--- config.mk ---
export PLATFORM = sky130hd
export DESIGN_NAME = svc_str_collect
export DESIGN_NICKNAME = d
export VERILOG_FILES = /design/src/rtl/svc_str_collect.sv
export SDC_FILE = /design/constraint.sdc
export NUM_CORES = 1
export LEC_CHECK = 0
export CAP_MARGIN = 25
export CELL_PAD_IN_SITES_DETAIL_PLACEMENT = 1
export CELL_PAD_IN_SITES_GLOBAL_PLACEMENT = 1
export CORE_MARGIN = 5
export CORE_UTILIZATION = 30
export DETAILED_ROUTE_END_ITERATION = 8
export PLACE_DENSITY_LB_ADDON = 0.1
export SLEW_MARGIN = 10
export SYNTH_ARGS = -nofsm -noshare
export SYNTH_HDL_FRONTEND = slang
export SYNTH_SLANG_ARGS = --single-unit
--- constraint.sdc ---
create_clock -name clk -period 2 [get_ports clk]
set_clock_uncertainty 0.15 [all_clocks]
set_input_delay 0.3 -clock clk [delete_from_list [all_inputs] [get_ports clk]]
set_output_delay 0.3 -clock clk [all_outputs]
set_load 0.02 [all_outputs]
--- src/rtl/svc_str_collect.sv ---
// Character-stream collector: packs accepted chars right-justified into a message and
// emits it on a terminator or when full. Optional backspace editing: SVC_STR_COLLECT_BACKSPACE_EN.
module svc_str_collect #(
   parameter int unsigned MAX_STR_LEN = 16,
   parameter logic [7:0]  TERM_CHAR   = 8'h0A,
   localparam int unsigned MSG_WIDTH  = MAX_STR_LEN * 8,
   localparam int unsigned LEN_WIDTH  = $clog2(MAX_STR_LEN + 1)
) (
   input  logic                 clk,
   input  logic                 rst_n,
   input  logic                 s_valid,
   input  logic [7:0]           s_char,
   output logic                 s_ready,
   output logic                 m_valid,
   output logic [MSG_WIDTH-1:0] m_msg,
   output logic [LEN_WIDTH-1:0] m_len,
   output logic                 m_full,
   input  logic                 m_ready
);

   typedef enum logic {
      ST_COLLECT = 1'b0,
      ST_EMIT    = 1'b1
   } state_t;

   // Handshakes: a beat transfers on a rising clk edge where valid && ready.
   // s_ready depends on state only; a char and a message never transfer in the same cycle.

   state_t               r_state;
   logic                 r_valid;
   logic [MSG_WIDTH-1:0] r_msg;
   logic [LEN_WIDTH-1:0] r_len;
   logic                 r_full;

   logic                 w_is_term;
   logic                 w_is_null;
   logic                 w_is_bs;
   logic [MSG_WIDTH-1:0] w_msg_push;
   logic [LEN_WIDTH-1:0] w_len_inc;

   assign w_is_term  = (s_char == TERM_CHAR);
   assign w_is_null  = (s_char == 8'h00);
`ifdef SVC_STR_COLLECT_BACKSPACE_EN
   assign w_is_bs    = (s_char == 8'h08) || (s_char == 8'h7F);
`else
   assign w_is_bs    = 1'b0;
`endif
   // Shift-and-insert keeps the first char in the most significant used byte.
   assign w_msg_push = (r_msg << 8) | MSG_WIDTH'(s_char);
   assign w_len_inc  = r_len + LEN_WIDTH'(1);

   always_ff @(posedge clk) begin
      if (!rst_n) begin
         r_state <= ST_COLLECT;
         r_valid <= 1'b0;
         r_msg   <= '0;
         r_len   <= '0;
         r_full  <= 1'b0;
      end else begin
         case (r_state)
            ST_COLLECT: begin
               if (s_valid) begin
                  if (w_is_term) begin
                     r_state <= ST_EMIT;
                     r_valid <= 1'b1;
                     r_full  <= 1'b0;
                  end else if (w_is_bs) begin
                     if (r_len != '0) begin
                        r_msg <= r_msg >> 8;
                        r_len <= r_len - LEN_WIDTH'(1);
                     end
                  end else if (!w_is_null) begin
                     r_msg <= w_msg_push;
                     r_len <= w_len_inc;
                     if (w_len_inc == LEN_WIDTH'(MAX_STR_LEN)) begin
                        r_state <= ST_EMIT;
                        r_valid <= 1'b1;
                        r_full  <= 1'b1;
                     end
                  end
               end
            end
            ST_EMIT: begin
               if (m_ready) begin
                  r_state <= ST_COLLECT;
                  r_valid <= 1'b0;
                  r_msg   <= '0;
                  r_len   <= '0;
                  r_full  <= 1'b0;
               end
            end
            default: r_state <= ST_COLLECT;
         endcase
      end
   end

   assign s_ready = (r_state == ST_COLLECT);
   assign m_valid = r_valid;
   assign m_msg   = r_msg;
   assign m_len   = r_len;
   assign m_full  = r_full;

endmodule

==> run summary, run 1 <==
status: completed
CTS tree: done
mean post-synth cell area: 9.24 sq um
port bufs: 147
minimum clock period: 1.96 ns
core area: 15000 sq um
area added between synthesis and finish: 54.5%
required time of the worst setup path: 2.19 ns
worst-path fanout max: 16
Final ANT Viol Nets: 0
Initial Utilization: 30.3%
Primary FF master, synth: dfxtp_1
async set-or-reset flop fraction in the synthesized netlist: 0%
Max Fclk: 509 MHz
clk_lat worst skew: 0.41 ns
end point of the critical path: m_msg[65]$_SDFFE_PN0P_
Clock Sinks: 136
DP Worst Slack: -0.483 ns
Die Ht: 133 um
CTS Buf Count: 17
First-pass DRT Iterations: 4
Post-Syn Nets: 506
diode count: 0
RD Place Congestion: 0.769
Final Hold Viols: 0
final setup violation count: 0
Rel. slew slack: 74.1%
Worst Reg-to-Reg Cells: 5
YS warnings: 0
P per Cell Area: 888 nW/um^2
final WL: 15200 um
Total GRT Usage: 16.6%
GRT overflow: 0
vias per cell: 5.11
WHS: 0.0278 ns
Worst Path Arrival: 2.15 ns
sequential element share of the synthesized area: 59.8%
maximum clock path buffer count: 2
Mapped Area: 4550 sq um
initial antenna violation count: 0
Max IR drop VDD: 497 uV
first-pass GRT wire length: 23500 um
final net count: 654
leakage: 2.46 nW
via count: 4296
CP Launch Point: s_char[4]
HPWL after DPL: 10400 um
detailed-route DRC error count: 0
#FFs+latches synth: 136
Fillers: 1672
H-tree levels: 4
total power: 6.25 mW
Avg WL per Cell: 18.0 um
Iter 0 DRT Violations: 184
CP Class: in -> reg
Hold Startpoint: s_char[7]
crit path launch type: input pin
crit share post-route: 98.2%
fraction of layout cells with a size suffix above 1: 9.04%
Post-synth EDFFs: 0
Final Max Slew Viols: 0
Total Die Area: 17700 sq um
most frequent cells in the layout: clkdlybuf4s50_1 (141), nand2_1 (138), dfxtp_1 (136)
PnR worst setup slack: 0.0368 ns
Slew @ Worst Pin: 0.379 ns
commonest non-fill, non-tap cell in the layout: clkdlybuf4s50_1
largest net degree at the start of global routing: 65
r2r setup slk: 0.12 ns
# Max-Cap Violations: 0
synthesized instance count: 493
Clock Root Buffer: clkbuf_16
critical path capture point type: flip-flop
Ports: 148
Site Rows: 45
Die Wd: 133 um
synth unique cells: 33
Clk pin slew, worst setup/hold paths: 0.06 ns
worst flop-to-flop path endpoint: m_len[4]$_SDFFE_PN0P_
Hold/Removal Path Class: in -> reg
FF-to-FF Start: r_state$_SDFF_PN0_
vias in the first global route: 4534
[power breakdown]
| group | internal [mW] | total, mW | switching, mW | leakage [nW] |
|---|---|---|---|---|
| sequential | 2.73 | 2.75 | 0.0184 | 1.10 |
| combinational | 0.157 | 0.385 | 0.229 | 1.09 |
| clock | 1.98 | 3.11 | 1.13 | 0.281 |
[synthesized netlist by cell type, drive strengths merged, types with 2 or more instances]
library cell	number	area share [%]
nand2	139	11
dfxtp	136	60
o22ai	124	17
clkbuf	25	2.1
buf	20	2.2
nand3	5	0.55
a21oi	3	0.33
a31oi	3	0.41
a32oi	3	0.58
or4	3	0.49
inv	2	0.16
nand3b	2	0.33
nand4	2	0.27
nor2	2	0.16
nor2b	2	0.27
nor3	2	0.22
o21ai	2	0.22
o221ai	2	0.38
o31ai	2	0.63
or3	2	0.27
[cell families (layout without fill, tap and decap cells)]
logic type | after synthesis | in the layout | synth area share (%)
buffers and inverters | 48 | 208 | 4.51
adders and majority gates | 1 | 1 | 0.275
and+or+nand+nor | 163 | 163 | 14.6
DFF | 136 | 136 | 59.8
xor gates and xnor gates | 1 | 1 | 0.192
AOI/OAI and AO/OA | 144 | 144 | 20.6
[stage by stage]
stage / area, sq um / utilization, % / setup TNS, ns / cells
CTS: 6940 / 46.2 / -0.00550 / 837
finish: 7040 / 46.8 / 0 / 841
floorplan: 4560 / - / 0 / 493
global route: 7040 / 46.8 / -0.0141 / 841
detailed placement: 6360 / 42.3 / -59.83 / 806
global placement: 6360 / 42.3 / -53.47 / 806
[final cells by class]
cell class	instances	area (sq um)	area share, %
clock buffers	23	458	6.51
clock inverters	8	121	1.72
inverters	3	11.3	0.160
multi-input cells	309	1640	23.3
flip-flops and latches	136	2720	38.7
well taps	188	235	3.34
repair buffers	174	1850	26.2
[worst max-delay path: stages]
cell,delay (ns)
clkdlybuf4s50_1,0.42
or4_4,0.46
o31ai_4,0.32
nand2_4,0.16
buf_12,0.17
buf_6,0.16
o22ai_1,0.17
[worst min-delay path by stage]
stage	endpoint	cells past startpoint
2_1_floorplan	m_msg[6]$_SDFFE_PN0P_	2
3_3_place_gp	m_msg[125]$_SDFFE_PN0P_	2
3_5_place_dp	m_msg[122]$_SDFFE_PN0P_	2
4_1_cts	m_msg[8]$_SDFFE_PN0P_	3
5_1_grt	m_msg[7]$_SDFFE_PN0P_	3
6_report	m_msg[7]$_SDFFE_PN0P_	3
[routing by layer]
metal  up-vias  global-route usage [%]  share of wire, %
met4         0                    6.46               1.7
met5         -                       0                 0
li1       2091                       -                 -
met1      2069                    19.1                42
met3        25                    8.19               8.3
met2       111                    26.6                48
[repair_timing]
item,4_1_cts,5_1_grt
gates resized for setup,0,8
buffers inserted,0,1
cloned,0,3
pin swaps,1,0
hold buffers,0,0
setup endpoints to repair,89,126
[registers in the layout, indices dropped and copies added, names as in the netlist]
register,flops
m_msg,128
m_len,5
m_full,1
m_valid,1
r_state,1
Note: power is estimated with default switching activity, not from simulation.
==> run 2, diff against run 1 <==
--- a/config.mk
+++ b/config.mk
@@ -10,6 +10,7 @@
 export CELL_PAD_IN_SITES_GLOBAL_PLACEMENT = 1
 export CORE_MARGIN = 5
 export CORE_UTILIZATION = 30
+export CTS_CLUSTER_DIAMETER = 40
 export DETAILED_ROUTE_END_ITERATION = 8
 export PLACE_DENSITY_LB_ADDON = 0.1
 export SLEW_MARGIN = 10
==> results of run 2 <==
Same layout as run 1: the final DEF is identical, and so are final timing and power.
==> run 3, diff against run 2 <==
--- a/config.mk
+++ b/config.mk
@@ -10,8 +10,9 @@
 export CELL_PAD_IN_SITES_GLOBAL_PLACEMENT = 1
 export CORE_MARGIN = 5
 export CORE_UTILIZATION = 30
-export CTS_CLUSTER_DIAMETER = 40
+export CTS_CLUSTER_DIAMETER = 60
 export DETAILED_ROUTE_END_ITERATION = 8
+export GPL_TIMING_DRIVEN = 0
 export PLACE_DENSITY_LB_ADDON = 0.1
 export SLEW_MARGIN = 10
 export SYNTH_ARGS = -nofsm -noshare
==> run 3 against run 2 <==
- worst hold slack improved by 0.018 ns
- largest power group unchanged
- design area up 4.2%
- cell count up 3.2%
- sequential share of layout area shrank 1.5 points
- non-clock buffer count is 27 higher
- critical path depth shrank 6
- critical endpoint is now m_len[4]
- first-iteration DRC count decreased by 9.2%
- highest routed layer unchanged
- combinational power increased by 6.8%
==> run summary, run 3 (synthesis gave the netlist of run 1 again) <==
status: completed
CP Launch Point: m_len[4]$_SDFFE_PN0P_
Avg WL per Cell: 18.8 um (+4.4%)
detailed-route DRC error count: 0 (unchanged)
worst path cell trace: clkdlybuf4s50_1
first-pass GRT wire length: 24800 um (+5.4%)
worst flop-to-flop path endpoint: m_len[4]$_SDFFE_PN0P_
RD Place Congestion: 0.814 (+5.9%)
Rel. slew slack: 59.9% (-14 points)
maximum clock path buffer count: 2 (unchanged)
fraction of layout cells with a size suffix above 1: 16.0% (+7.0 points)
Die Ht: 133 um (unchanged)
H-tree levels: 4 (unchanged)
max reg flops: 128 (unchanged)
delay-heaviest family, CP: buffers and inverters
CTS Buf Count: 17 (unchanged)
Fillers: 1688 (+0.96%)
critical path capture point type: primary output
slowest stage delay, CP: 0.64 ns (+0.18 ns)
minimum clock period: 1.93 ns (-0.0301 ns)
Total GRT Usage: 17.7% (+1.1 points)
most frequent cells in the layout: clkdlybuf4s50_1 (140), nand2_1 (138), dfxtp_1 (136)
CP Class: reg -> out
GRT overflow: 0 (unchanged)
First-pass DRT Iterations: 4 (unchanged)
Max Fclk: 517 MHz (+1.6%)
# Max-Cap Violations: 0 (unchanged)
initial antenna violation count: 0 (unchanged)
Final Hold Viols: 0 (unchanged)
Clk pin slew, worst setup/hold paths: 0.06 ns (about the same)
clk_lat worst skew: 0.42 ns (about the same)
Total Die Area: 17700 sq um (unchanged)
Hold/Removal Path Class: in -> reg
Slew @ Worst Pin: 0.601 ns (+0.222 ns)
r2r setup slk: 0.10 ns (-0.02 ns)
worst-path fanout max: 6 (-10)
vias in the first global route: 4745 (+4.7%)
Initial Utilization: 30.3% (unchanged)
HPWL after DPL: 11700 um (+13%)
largest net degree at the start of global routing: 17 (-74%)
Site Rows: 45 (unchanged)
Clock Sinks: 136 (unchanged)
diode count: 0 (unchanged)
final setup TNS: 0 ns (unchanged)
Max IR drop VDD: 497 uV (about the same)
Final ANT Viol Nets: 0 (unchanged)
final WL: 16400 um (+7.8%)
core area: 15000 sq um (unchanged)
Final Max Slew Viols: 0 (unchanged)
P per Cell Area: 859 nW/um^2 (-3.3%)
leakage: 2.56 nW (+3.8%)
crit share post-route: 96.7% (-1.5 points)
Worst Reg-to-Reg Cells: 7 (+2)
RSZ-0062 raised after global routing: no
end point of the critical path: m_len[4]
stages on the worst setup path: 1 (-6)
CTS tree: done
Iter 0 DRT Violations: 167 (-9.2%)
crit path launch type: flip-flop
area added between synthesis and finish: 61.0%
FF-to-FF Start: r_state$_SDFF_PN0_
final setup violation count: 0 (unchanged)
Clock Root Buffer: clkbuf_16
final net count: 681 (+4.1%)
required time of the worst setup path: 1.55 ns (-0.64 ns)
port bufs: 146 (-0.68%)
via count: 4413 (+2.7%)
Worst Path Arrival: 1.48 ns (-0.67 ns)
Die Wd: 133 um (unchanged)
CP bufs+invs: 1 (-2)
final std cells w/o fill: 868 (+3.2%)
post-layout util: 48.8% (+1.9 points)
slowest CP cell: clkdlybuf4s50_1
Inst Count DP: 827 (+2.6%)
Ports: 148 (unchanged)
vias per cell: 5.08 (-0.47%)
commonest non-fill, non-tap cell in the layout: clkdlybuf4s50_1
# hold bufs at CTS: 0 (unchanged)
[run 3: changes by cell type in the layout (fill, tap and decap cells not counted), moves of 5 or more]
cell	change
o22ai_1	-38
o22ai_2	+38
clkbuf_1	+15
buf_12	-9
buf_6	+8
clkbuf_2	+7
clkbuf_4	+5
[run 3: report_power, final]
part	leakage [nW]	internal [mW]	switching [mW]
sequential	1.10	2.73	0.0198
combinational	1.17	0.158	0.254
clock	0.287	2.01	1.12
[run 3: how the worst min path moves through the flow]
stage | startpoint | endpoint | slack [ns] | depth (start not counted)
2_1_floorplan | s_char[6] | m_msg[6]$_SDFFE_PN0P_ | 0.28 | 2
6_report | s_char[7] | m_msg[7]$_SDFFE_PN0P_ | 0.05 | 3
5_1_grt | s_char[5] | m_msg[5]$_SDFFE_PN0P_ | 0.05 | 3
4_1_cts | s_char[4] | m_msg[4]$_SDFFE_PN0P_ | 0.13 | 3
3_5_place_dp | m_msg[124]$_SDFFE_PN0P_ | m_msg[124]$_SDFFE_PN0P_ | 0.32 | 2
3_3_place_gp | m_msg[126]$_SDFFE_PN0P_ | m_msg[126]$_SDFFE_PN0P_ | 0.31 | 2
[run 3: what timing repair did]
| action | in CTS | in global routing |
|---|---|---|
| gates cloned | 0 | 1 |
| endpoints found under the setup margin | 133 | 116 |
| buffers inserted | 8 | 1 |
| resized for setup | 35 | 62 |
| pin swaps | 3 | 3 |
[run 3: layout make-up]
class,count,area (sq um),area share [%]
well taps,188,235,3.21
plain buffers,45,317,4.32
clock inverters,8,121,1.66
clock buffers,23,468,6.38
repair buffers,156,1570,21.4
multi-input cells,309,1890,25.8
flip-flops and latches,136,2720,37.1
inverters,3,11.3,0.154
[run 3: metal layers]
metal / global-route usage [%] / up-vias / routed length [um]
met5: 0 / - / 0
met4: 6.17 / 0 / 212
met1: 22.0 / 2136 / 7330
met3: 5.70 / 18 / 955
li1: - / 2146 / -
met2: 28.9 / 113 / 7860
[run 3: tightest hold or removal path, stage by stage]
cell and delay (ns):
dlymetal6s2s_1 0.12, nand3_1 0.08, o21ai_0 0.08
[run 3: per-stage QoR]
step                      power [mW]  hold slack [ns]  instance area [sq um]  worst slack (ns)
after floorplan                 3.00            0.280                   4560           0.00303
after global placement          3.14            0.309                   6250            -0.785
after detailed placement        3.15            0.318                   6250            -0.836
after CTS                       6.31            0.132                   7000          0.000381
after global routing            6.52           0.0537                   7330          0.000716
final                           6.30           0.0459                   7330            0.0669
